<file path="config.mk">
export PLATFORM = sky130hd
export DESIGN_NAME = ray_gen
export DESIGN_NICKNAME = d
export VERILOG_FILES = /design/src/rtl/ray_gen.sv
export SDC_FILE = /design/constraint.sdc
export NUM_CORES = 1
export LEC_CHECK = 0
export BUFFER_PORTS_ARGS = -buffer_cell sky130_fd_sc_hd__buf_2
export CAP_MARGIN = 10
export CORE_UTILIZATION = 55
export CTS_CLUSTER_SIZE = 25
export DETAILED_ROUTE_END_ITERATION = 6
export PLACE_DENSITY = 0.9
export SYNTH_ARGS = -nofsm -noshare
export SYNTH_HDL_FRONTEND = slang
export SYNTH_SLANG_ARGS = --single-unit
</file>
<file path="constraint.sdc">
create_clock -name clk -period 7.1 [get_ports clk]
set_input_delay 0.71 -clock clk [delete_from_list [all_inputs] [get_ports clk]]
set_output_delay 0.71 -clock clk [all_outputs]
set_load 0.02 [all_outputs]
</file>
<file path="src/rtl/ray_gen.sv">
// Primary-ray generator: walks the screen in raster order and emits one
// camera-space ray direction (col - H_RES/2, V_RES/2 - row, FOCAL) per pixel.
module ray_gen #(
  parameter int H_RES   = 640,
  parameter int V_RES   = 480,
  parameter int FOCAL   = 256,
  parameter int COORD_W = 12
) (
  input  logic                       clk,
  input  logic                       rst,
  input  logic                       start,
  output logic                       ray_valid,
  input  logic                       ray_ready,
  output logic signed [COORD_W-1:0]  ray_x,
  output logic signed [COORD_W-1:0]  ray_y,
  output logic signed [COORD_W-1:0]  ray_z,
  output logic [$clog2(H_RES)-1:0]   col,
  output logic [$clog2(V_RES)-1:0]   row,
  output logic                       ray_last,
  output logic                       busy,
  output logic                       frame_done
);

  localparam int CW = $clog2(H_RES);
  localparam int RW = $clog2(V_RES);

  localparam logic [CW-1:0] COL_MAX = CW'(H_RES - 1);
  localparam logic [RW-1:0] ROW_MAX = RW'(V_RES - 1);

  localparam logic signed [COORD_W-1:0] H_HALF  = COORD_W'(H_RES / 2);
  localparam logic signed [COORD_W-1:0] V_HALF  = COORD_W'(V_RES / 2);
  localparam logic signed [COORD_W-1:0] FOCAL_C = COORD_W'(FOCAL);
  localparam logic signed [COORD_W-1:0] ZERO_C  = '0;

  localparam logic [0:0] IDLE = 1'b0;
  localparam logic [0:0] RUN  = 1'b1;

  logic [0:0]    state;
  logic          handshake;
  logic [CW-1:0] next_col;
  logic [RW-1:0] next_row;

  assign ray_valid = (state == RUN);
  assign busy      = (state == RUN);
  assign handshake = ray_valid & ray_ready;

  // Raster advance; wrap is an explicit compare so odd resolutions work.
  always_comb begin
    next_col = col;
    next_row = row;
    if (col == COL_MAX) begin
      next_col = '0;
      next_row = row + 1'b1;
    end else begin
      next_col = col + 1'b1;
    end
  end

  always_ff @(posedge clk or posedge rst) begin
    if (rst) begin
      state      <= IDLE;
      col        <= '0;
      row        <= '0;
      ray_x      <= '0;
      ray_y      <= '0;
      ray_z      <= '0;
      ray_last   <= 1'b0;
      frame_done <= 1'b0;
    end else begin
      frame_done <= 1'b0;
      case (state)
        IDLE: begin
          if (start) begin
            state    <= RUN;
            col      <= '0;
            row      <= '0;
            ray_x    <= ZERO_C - H_HALF;
            ray_y    <= V_HALF;
            ray_z    <= FOCAL_C;
            ray_last <= (COL_MAX == '0) && (ROW_MAX == '0);
          end
        end
        RUN: begin
          if (handshake) begin
            if (ray_last) begin
              state      <= IDLE;
              frame_done <= 1'b1;
              col        <= '0;
              row        <= '0;
              ray_x      <= '0;
              ray_y      <= '0;
              ray_z      <= '0;
              ray_last   <= 1'b0;
            end else begin
              col      <= next_col;
              row      <= next_row;
              ray_x    <= COORD_W'(next_col) - H_HALF;
              ray_y    <= V_HALF - COORD_W'(next_row);
              ray_last <= (next_col == COL_MAX) && (next_row == ROW_MAX);
            end
          end
        end
        default: state <= IDLE;
      endcase
    end
  end

endmodule

</file>
; ---- After elaboration in Yosys (flattened, before gate mapping)
; Cells that the tools add are included.
[totals]
in_bits = 4
word_cells = 56
ff_bits = 58
output_inout_bits = 59
[classes]
n_addsub = 4
bitwise = 2
reduce_logical = 3
n_eq_ne = 6
mux = 33
[op_table]
columns = operator, n
row1 = 12-bit two-way mux, 9
row2 = 12-bit one-hot mux with 2 select lines, 3
row3 = 10-bit two-way mux, 4
row4 = 9-bit two-way mux, 4
row5 = 10-bit equality test (second input constant), 2
row6 = 10-bit one-hot mux with 2 select lines, 1
row7 = 9-bit one-hot mux with 2 select lines, 1
row8 = 10-bit by 9-bit subtractor with 11-bit output (second input constant), 1
row9 = 10-bit by 1-bit adder with 10-bit output (second input constant), 1
row10 = 8-bit by 9-bit subtractor with 10-bit output (first input constant), 1
row11 = 9-bit by 1-bit adder with 9-bit output (second input constant), 1
row12 = 9-bit equality test (second input constant), 1
row13 = 1-bit two-way mux, 9
row14 = 2-bit inequality test (second input constant), 2
row15 = 1-bit one-hot mux with 2 select lines, 2
row16 = 3-bit AND reduction, 1
row17 = 2-bit by 1-bit inequality test with 1-bit output (second input constant), 1
row18 = 2-bit AND reduction, 1
row19 = 1-bit AND, 1
row20 = 1-bit logical AND, 1
row21 = 1-bit inverter, 1

; ---- Logic depth before layout (Yosys ltp)
; Gate-level depths: netlist (run 1).
[logic_depth]
depth_word = 7
ltp_mapped = 13
depth_no_buf = 12

; ---- Worst setup path before layout (run 1)
; No wires, ideal clock.
[synth_timing]
path_type = reg-to-reg
start = reg ray_x[0] (netlist name)
end = reg ray_last
stages_incl_launch_ff = 14
t_arrival_ps = 2819
setup_time_ps = 66
path_buffers = 2
synth_period_minus_slack_ps = 2885
slack_ps = 4215
required_time_ps = 7034
path_cell_list = dfrtp_1 > ha_1 > nand4_4 > or3_1 > buf_2 > clkbuf_1 > nand2_1 > ha_1 > nor3b_1 > nand3_1 > nor4b_1 > and4b_1 > nand4_1 > nand2_1
[synth_lines]
columns = element, line_no
row1 = "end signal, assigned", 80  ; ray_last <= (COL_MAX == '0) && (ROW_MAX == '0);
row2 = "end signal, assigned", 99  ; ray_last <= (next_col == COL_MAX) && (next_row == ROW_MAX);
row3 = "end, declared", 19  ; output logic ray_last,

==> results of run 1 <==
[cell usage after synthesis (all sizes together) (3+ instances only)]
| master | n |
|---|---|
| xor2 | 13 |
| ha | 5 |
| mux2i | 4 |
| nand2 | 25 |
| inv | 6 |
| nor3 | 6 |
| nand4 | 8 |
| xnor2 | 9 |
| buf | 26 |
| dfrtp | 37 |
| nand3 | 8 |
| nor4 | 4 |
| a21o | 3 |
| o31ai | 6 |
| a21oi | 14 |
| clkbuf | 13 |
| nor2 | 10 |
| nor3b | 4 |
| o21ai | 36 |
[worst register-to-register path, delay by kind of cell (launching register included)]
family,cells,cell delay [ns]
flops,1,0.51
fa+ha+maj,2,0.64
simple gates,9,2.02
[final cells by class]
cell class	count	area (um^2)
fillers	365	1478
multi-input cells	198	1281
flip-flops and latches	37	925.9
repair buffers	52	262.8
clock buffers	6	72.57
well taps	50	62.56
inverters	6	22.52
clock inverters	2	10.01
[cell families (layout without fill, tap and decap cells)]
kind of cell,Yosys count,count (layout),synth area share (%)
buf+inv,45,66,10.50
fa+ha+maj,5,5,2.585
other cells,1,11,0.1550
compound gates,71,71,17.37
simple gates,84,84,20.89
flops,37,37,38.26
xor+xnor,22,22,7.963
mux,5,5,2.275
[per-stage QoR]
stage / cell area, um^2 / power, mW / utilization, %
finish: 2638 / 0.4709 / 64.09
global route: 2638 / 0.4951 / 64.09
CTS: 2638 / 0.4727 / 64.09
detailed placement: 2555 / 0.3315 / 62.09
global placement: 2555 / 0.3275 / 62.09
floorplan: 2457 / 0.3180 / -
[final timing paths]
path,from,end,slack [ns],depth (start not counted)
max reg2reg,ray_x[0],ray_last,3.88,11
max in group asynchronous,rst,row[6],6.26,3
max,ray_x[0],ray_last,3.88,11
min,ray_y[3],ray_y[3],0.49,2
min in group asynchronous,rst,ray_x[2],0.50,3
min reg2reg,ray_y[3],ray_y[3],0.49,2
[layout by cell type (no fill, tap or decap), drive strengths merged, types with 2 or more instances in the layout]
| cell type | Yosys | final |
|---|---|---|
| a32o | 2 | 2 |
| a21oi | 14 | 14 |
| nor3 | 6 | 6 |
| clkinv | 0 | 2 |
| nand4 | 8 | 8 |
| o21a | 2 | 2 |
| inv | 6 | 6 |
| nand3 | 8 | 8 |
| and2 | 2 | 2 |
| o21bai | 2 | 2 |
| nand4b | 2 | 2 |
| xnor2 | 9 | 9 |
| nor4 | 4 | 4 |
| clkbuf | 13 | 6 |
| nor3b | 4 | 4 |
| nand2 | 25 | 25 |
| and3 | 2 | 2 |
| ha | 5 | 5 |
| dfrtp | 37 | 37 |
| conb | 1 | 11 |
| nand3b | 2 | 2 |
| a21o | 3 | 3 |
| o31ai | 6 | 6 |
| xor2 | 13 | 13 |
| nor2 | 10 | 10 |
| and4 | 2 | 2 |
| mux2i | 4 | 4 |
| o21ai | 36 | 36 |
| buf | 26 | 52 |
[flip-flops by register name, indices dropped and copies added (netlist names)]
name        flops
ray_x          11
ray_y          10
row             8
col             4
busy            1
frame_done      1
ray_last        1
ray_z           1
[power by group through the flow]
stage	Clock [mW]	Combinational, mW	Sequential [mW]
after floorplan	0	0.0701	0.248
after global placement	0	0.0852	0.242
after detailed placement	0	0.0875	0.244
after CTS	0.145	0.0880	0.240
after global routing	0.156	0.0966	0.242
final	0.143	0.0874	0.240
[per-layer routing]
metal	up-vias	global-route usage (%)	part of all wire, %
li1	994	-	-
met1	1005	33.58	45
met2	78	38.73	48
met3	9	5.167	5.7
met4	0	11.46	1.7
met5	-	0	0
==> run metrics, run 1 <==
outcome=finished clean; setup total negative slack=0 ns; final hold violation count=0; dominant delay contributor by cell family on the critical path=simple AND/OR/NAND/NOR gates; max capacitance violation total=0; number of I/O port buffers=51; initial core utilization=approximately three fifths; worst path buffer plus inverter count=0; number of vias per cell=about 6; dominant cells by area after synthesis=sky130_fd_sc_hd__dfrtp_1 (38%), sky130_fd_sc_hd__buf_4 (6.8%), sky130_fd_sc_hd__o21ai_0 (6.4%), sky130_fd_sc_hd__xor2_1 (4.7%), sky130_fd_sc_hd__nand2_1 (3.9%); leakage component of the power=~1.3 nW; data required time at the worst endpoint=~7.3 ns; CTS H-Tree Depth=2; wire length reported by the detailed router=between 5000 and 6000 um; Die Width=68.33 um; CP Cell Sequence=ha_1 -> nand4_4 -> or3_1 -> nand2_1 -> ha_1 -> nor3b_1 -> nand3_1 -> nor4b_1 -> and4b_1 -> nand4_1 -> nand2_1; crit path setup slack, layout=around 3.9 ns; setup slack after placement=around 3.9 ns; Cell Pwr Density=178.5 nW/um^2; maximum number of pins on one net before global-route repair=38; switching power summed over all nets=between 0.15 and 0.2 mW; final number of max-transition violations=0; fraction of power spent switching nets=32.99%; aggregate global routing overflow=0; hold-fix buffers at CTS=0; yosys synthesis warning count=0; vertical die dimension=68.33 um; per-instance average area after synthesis=8.962 um^2; global-route wire length before repair=~8600 um; Post-Synthesis Cell Area=between 2000 and 2500 um^2; vias after detailed routing=between 2k and 2.5k; smallest hold slack=between 0.4 and 0.5 ns; Gates resized, CTS repair=0; Period minus WS final=about 3.2 ns; slowest CP cell=sky130_fd_sc_hd__or3_1; Routed WL per cell=15.37 um; Achievable Freq=a little over 300 MHz; insertion delay of the later-clocked pin in the worst-skew pair=0.30 ns; Area growth, synth to finish=8.997%; unrepaired setup endpoints after global routing=no; Post-synth top flop=sky130_fd_sc_hd__dfrtp_1; P_int=0.3155 mW; number of standard-cell rows in the floorplan=23; floorplan core area=around 4100 um^2; Final ANT Viol Nets=0; type of origin of the critical path=flip-flop; maximum single-stage delay on the critical path=approximately 0.63 ns; GRT Overall Usage=25.11%; Synth top area share=38.26%; number of buffers created by CTS=5; critical path peak fanout=13; Iter 0 DRT Violations=about 170; cell taking the most area after synthesis=sky130_fd_sc_hd__dfrtp_1; n_diodes=0; register share of total power=around half; slew at the pin closest to its max-slew limit=1.118 ns; I/O pin count=63; Pre-antenna DRT Iters=4; portion of total power attributed to the clock network=between 30% and 40%; Mapped Cells=between 200 and 300; number of enable-type register cells in the synthesized netlist=0; setup violators final=0; Setup crit end kind=flip-flop; TritonCTS sink count=37; CTS tree=done; Layout Nets=approximately 300; share of async-settable or async-resettable flops after synthesis=100.0%; count of non-filler cells in the finished layout=~350; number of global-route vias before repair=about 1.8k; floorplan die area=about 4700 um^2; clock transition at the register clock pins on the worst setup and hold paths after CTS=~0.08 ns; global placer's final weighted congestion=around 0.86; combinational fraction of design power=18.6%; initial antenna violation count=0; Arrival @ worst endpoint=roughly 3.5 ns; post-CTS setup-driven buffer insertion count=0; tightest slew margin relative to the limit=about 25%; clock buffer depth=2; Peak supply drop=about 0.079 mV; Seq/Total Area, Yosys=38.26%; half-perimeter wire length after placement=between 3000 and 4000 um; type of the worst setup path=reg2reg; fraction of final layout cells with drive strength greater than 1=around a quarter; Synth cell types=54; maximum clock skew at final layout=between 0.009 and 0.01 ns; cell chosen for the clock root=sky130_fd_sc_hd__clkbuf_8; count of placed standard cells including taps=about 340; worst min-delay path class=reg2reg; post-route fraction of the period consumed by the critical path=a little under half; synthesis-stage register bit count=37; detailed-route DRC error count=0
Note: power is estimated with default switching activity, not from simulation.
==> run 2: changes to the inputs <==
--- a/config.mk
+++ b/config.mk
@@ -5,12 +5,13 @@
 export SDC_FILE = /design/constraint.sdc
 export NUM_CORES = 1
 export LEC_CHECK = 0
+export ABC_AREA = 1
 export BUFFER_PORTS_ARGS = -buffer_cell sky130_fd_sc_hd__buf_2
 export CAP_MARGIN = 10
-export CORE_UTILIZATION = 55
+export CORE_UTILIZATION = 48
 export CTS_CLUSTER_SIZE = 25
 export DETAILED_ROUTE_END_ITERATION = 6
-export PLACE_DENSITY = 0.9
+export PLACE_DENSITY = 0.84
 export SYNTH_ARGS = -nofsm -noshare
 export SYNTH_HDL_FRONTEND = slang
 export SYNTH_SLANG_ARGS = --single-unit
==> constraint.sdc (replaced) <==
create_clock -name clk -period 2.6 [get_ports clk]
set_input_delay 0.26 -clock clk [delete_from_list [all_inputs] [get_ports clk]]
set_output_delay 0.26 -clock clk [all_outputs]
set_load 0.02 [all_outputs]
==> run 2 against run 1 <==
- via count increased by 1.9%
- highest routed layer unchanged
- sequential cell count unchanged
- first-iteration DRC count decreased by 28%
- utilization decreased by 8.1 points
- sequential power increased to 3.4 times the previous value
- routed wire length decreased by 3.0%
- register-to-register slack got worse by 3.6 ns
- largest cell class unchanged
==> run metrics, run 2 <==
synthesis-stage register bit count=37 (unchanged); cell chosen for the clock root=sky130_fd_sc_hd__clkbuf_8; maximum clock skew at final layout=0.002111 ns (-0.007640 ns); slew at the pin closest to its max-slew limit=0.5538 ns (-0.5638 ns); type of the worst setup path=reg2reg; number of buffers created by CTS=5 (unchanged); Period minus WS final=2.304 ns (-0.9134 ns); type of origin of the critical path=flip-flop; GRT Overall Usage=22.39% (-2.7 points); floorplan core area=4723 um^2 (+15%); Sequential cell area=925.9 um^2 (unchanged); unrepaired setup endpoints after global routing=no; Regs by FF count=ray_x: 11 flops, ray_y: 10 flops, row: 8 flops; hold-fix buffers at CTS=0 (unchanged); maximum number of pins on one net before global-route repair=38 (unchanged); vertical die dimension=72.12 um (+5.5%); CTS H-Tree Depth=2 (unchanged); CTS tree=done; detailed-route DRC error count=0 (unchanged); number of enable-type register cells in the synthesized netlist=0 (unchanged); worst path buffer plus inverter count=1 (+1); TritonCTS sink count=37 (unchanged); I/O pin count=63 (unchanged); initial core utilization=49.96% (-8.8 points); CP Cell Sequence=ha_1 -> nand3_4 -> clkinv_4 -> nand3_4 -> xor2_2 -> ha_1 -> nand3_2 -> xor2_1 -> o21ai_0; most common cell in the synthesized netlist=sky130_fd_sc_hd__nand2_1; tightest slew margin relative to the limit=62.85% (+37 points); slowest CP cell=sky130_fd_sc_hd__dfrtp_1; Iter 0 DRT Violations=123 (-28%); reg2reg path depth=9 (-2); max capacitance violation total=0 (unchanged); data required time at the worst endpoint=2.79 ns (-4.55 ns); aggregate global routing overflow=0 (unchanged); FF-to-FF End=ray_y[4]; Routed WL per cell=12.61 um (-18%); worst min-delay path class=in2async; Die Width=72.12 um (+5.5%); Pre-antenna DRT Iters=4 (unchanged); uppermost signal routing layer after detailed routing=met4; leakage component of the power=1.375 nW (+9.4%); number of global-route vias before repair=2010 (+15%); worst flop-to-flop path startpoint=ray_x[0]; number of vias per cell=5.123 (-14%); Setup crit end kind=flip-flop; outcome=finished clean; crit path setup slack, layout=0.2962 ns (-3.587 ns); cell taking the most area after synthesis=sky130_fd_sc_hd__dfrtp_1; flip-flop count of the largest register, all copies and words added=11 (unchanged); fraction of final layout cells with drive strength greater than 1=23.85% (+0.26 points); Seq/Total Area, Yosys=39.24% (+0.97 points); post-CTS setup-driven buffer insertion count=0 (unchanged); final hold violation count=0 (unchanged); setup violators final=0 (unchanged); post-route fraction of the period consumed by the critical path=88.61% (+43 points); number of standard-cell rows in the floorplan=25 (+8.7%); Post-synth top flop=sky130_fd_sc_hd__dfrtp_1; dominant cells by area after synthesis=sky130_fd_sc_hd__dfrtp_1 (39%), sky130_fd_sc_hd__nand2_1 (11%), sky130_fd_sc_hd__buf_4 (7.3%), sky130_fd_sc_hd__inv_1 (5.7%), sky130_fd_sc_hd__nand3_1 (5.1%); per-instance average area after synthesis=7.788 um^2 (-13%); top library cells by usage in the layout, fill and taps aside=sky130_fd_sc_hd__nand2_1 (68), sky130_fd_sc_hd__buf_2 (51), sky130_fd_sc_hd__dfrtp_1 (37), sky130_fd_sc_hd__inv_1 (36), sky130_fd_sc_hd__nor2_1 (25); Final ANT Viol Nets=0 (unchanged); yosys synthesis warning count=0 (unchanged); worst reg-to-reg setup slack=0.30 ns (-3.59 ns); half-perimeter wire length after placement=3828 um (+0.76%); final number of max-transition violations=0 (unchanged); Cell Pwr Density=780.2 nW/um^2 (+340%); critical path peak fanout=19 (+6); most frequent standard cell in the layout excluding fill and tap cells=sky130_fd_sc_hd__nand2_1; setup total negative slack=0 ns (unchanged); Mapped Cells=303 (+12%); floorplan die area=5201 um^2 (+11%); Gates resized, CTS repair=0 (unchanged); insertion delay of the later-clocked pin in the worst-skew pair=0.29 ns (about the same); most flop-heavy register=ray_x; initial antenna violation count=0 (unchanged); fill cell instance count of the final layout=435 (+19%); Synth top area share=39.24% (+0.97 points); leading post-synthesis cells by instance count=sky130_fd_sc_hd__nand2_1 (68), sky130_fd_sc_hd__dfrtp_1 (37), sky130_fd_sc_hd__inv_1 (36); clock transition at the register clock pins on the worst setup and hold paths after CTS=0.07 ns (about the same); global-route wire length before repair=9004 um (+4.2%); setup slack after placement=0.2939 ns (-3.630 ns); Routed met2 length=2625 um (+2.2%); footprint of the multi-input gates=1107 um^2 (-14%); Layout Nets=356 (+15%); n_diodes=0 (unchanged); number of I/O port buffers=51 (unchanged); vias after detailed routing=2126 (+1.9%); Achievable Freq=434.1 MHz (+40%); global placer's final weighted congestion=0.9262 (+7.4%); maximum single-stage delay on the critical path=0.41 ns (-0.22 ns); detailed route wirelength on metal3=263 um (-15%); dominant delay contributor by cell family on the critical path=XOR/XNOR gates; Synth cell types=38 (-30%); Arrival @ worst endpoint=2.50 ns (-0.96 ns); Post-Synthesis Cell Area=2360 um^2 (-2.5%); share of async-settable or async-resettable flops after synthesis=100.0% (unchanged); wire length reported by the detailed router=5234 um (-3.0%); clock buffer depth=2 (unchanged); Peak supply drop=0.3881 mV (+390%); Area growth, synth to finish=12.14%; met1 layer wirelength in the final routing=2261 um (-6.6%)
run 2: changes by cell type after synthesis, sizes merged, moves of 6 or more:
cell / delta
nand2: +48
inv: +34
nand3: +19
nor2: +18
a21oi: -13
o21ai: -13
o22ai: +13
clkbuf: -11
xnor2: -9
xor2: -8
o31ai: -6
run 2: logic make-up after synthesis:
kind of cell             synth area share [%]
AO/OA/AOI/OAI                           10.55
other                                  0.1589
flip-flops                              39.24
adder cells (fa/ha/maj)                 2.651
XOR/XNOR                                2.174
AND/OR/NAND/NOR                         29.80
buffers and inverters                   15.43
run 2: metal layers:
| metal | track usage, % | vias up |
|---|---|---|
| met2 | 37.49 | 72 |
| met3 | 4.444 | 8 |
| met1 | 27.57 | 1003 |
| met5 | 0 | - |
| li1 | - | 1043 |
| met4 | 11.11 | 0 |
run 2: power breakdown:
part / switching [mW] / total, mW / internal, mW / leakage, nW
sequential: 0.125 / 0.819 / 0.694 / 0.464
clock: 0.203 / 0.389 / 0.186 / 0.0450
combinational: 0.579 / 0.857 / 0.278 / 0.866
total: 0.907 / 2.06 / 1.16 / 1.38
run 2: worst max path at each step:
stage | startpoint | depth (start not counted) | endpoint | slack [ns]
3_5_place_dp | ray_x[0] | 9 | ray_y[4] | 0.29
3_3_place_gp | ray_x[0] | 11 | ray_y[6] | 0.47
4_1_cts | ray_x[0] | 9 | ray_y[4] | 0.28
2_1_floorplan | ray_x[1] | 12 | ray_y[8] | 0.47
6_report | ray_x[0] | 9 | ray_y[4] | 0.30
5_1_grt | ray_x[0] | 9 | ray_y[4] | 0.08
run 2: final cells by class:
class,count,share of cell area (%)
multi-input combinational,206,41.84
timing repair buffer,54,10.50
sequential,37,34.99
clock buffer,6,2.742
clock inverter,2,0.3783
inverter,43,6.383
tap,67,3.168
run 2: worst reg2reg max path, stage by stage, from the launching register on:
cell and delay [ns]:
sky130_fd_sc_hd__dfrtp_1 0.41, sky130_fd_sc_hd__ha_1 0.25, sky130_fd_sc_hd__nand3_4 0.12, sky130_fd_sc_hd__clkinv_4 0.08, sky130_fd_sc_hd__nand3_4 0.23, sky130_fd_sc_hd__xor2_2 0.35, sky130_fd_sc_hd__ha_1 0.26, sky130_fd_sc_hd__nand3_2 0.15
sky130_fd_sc_hd__xor2_1 0.17, sky130_fd_sc_hd__o21ai_0 0.18
run 2: through the flow:
step                total power [mW]  instance area (um^2)  instances  hold slack, ns  utilization [%]
floorplan                      1.493                  2397        313          0.3985                -
global placement               1.667                  2564        407          0.3862            54.28
detailed placement             1.684                  2564        407          0.3982            54.28
CTS                            2.078                  2646        415         0.08155            56.03
global route                   2.208                  2646        415          0.1067            56.03
finish                         2.065                  2646        415         0.07022            56.03
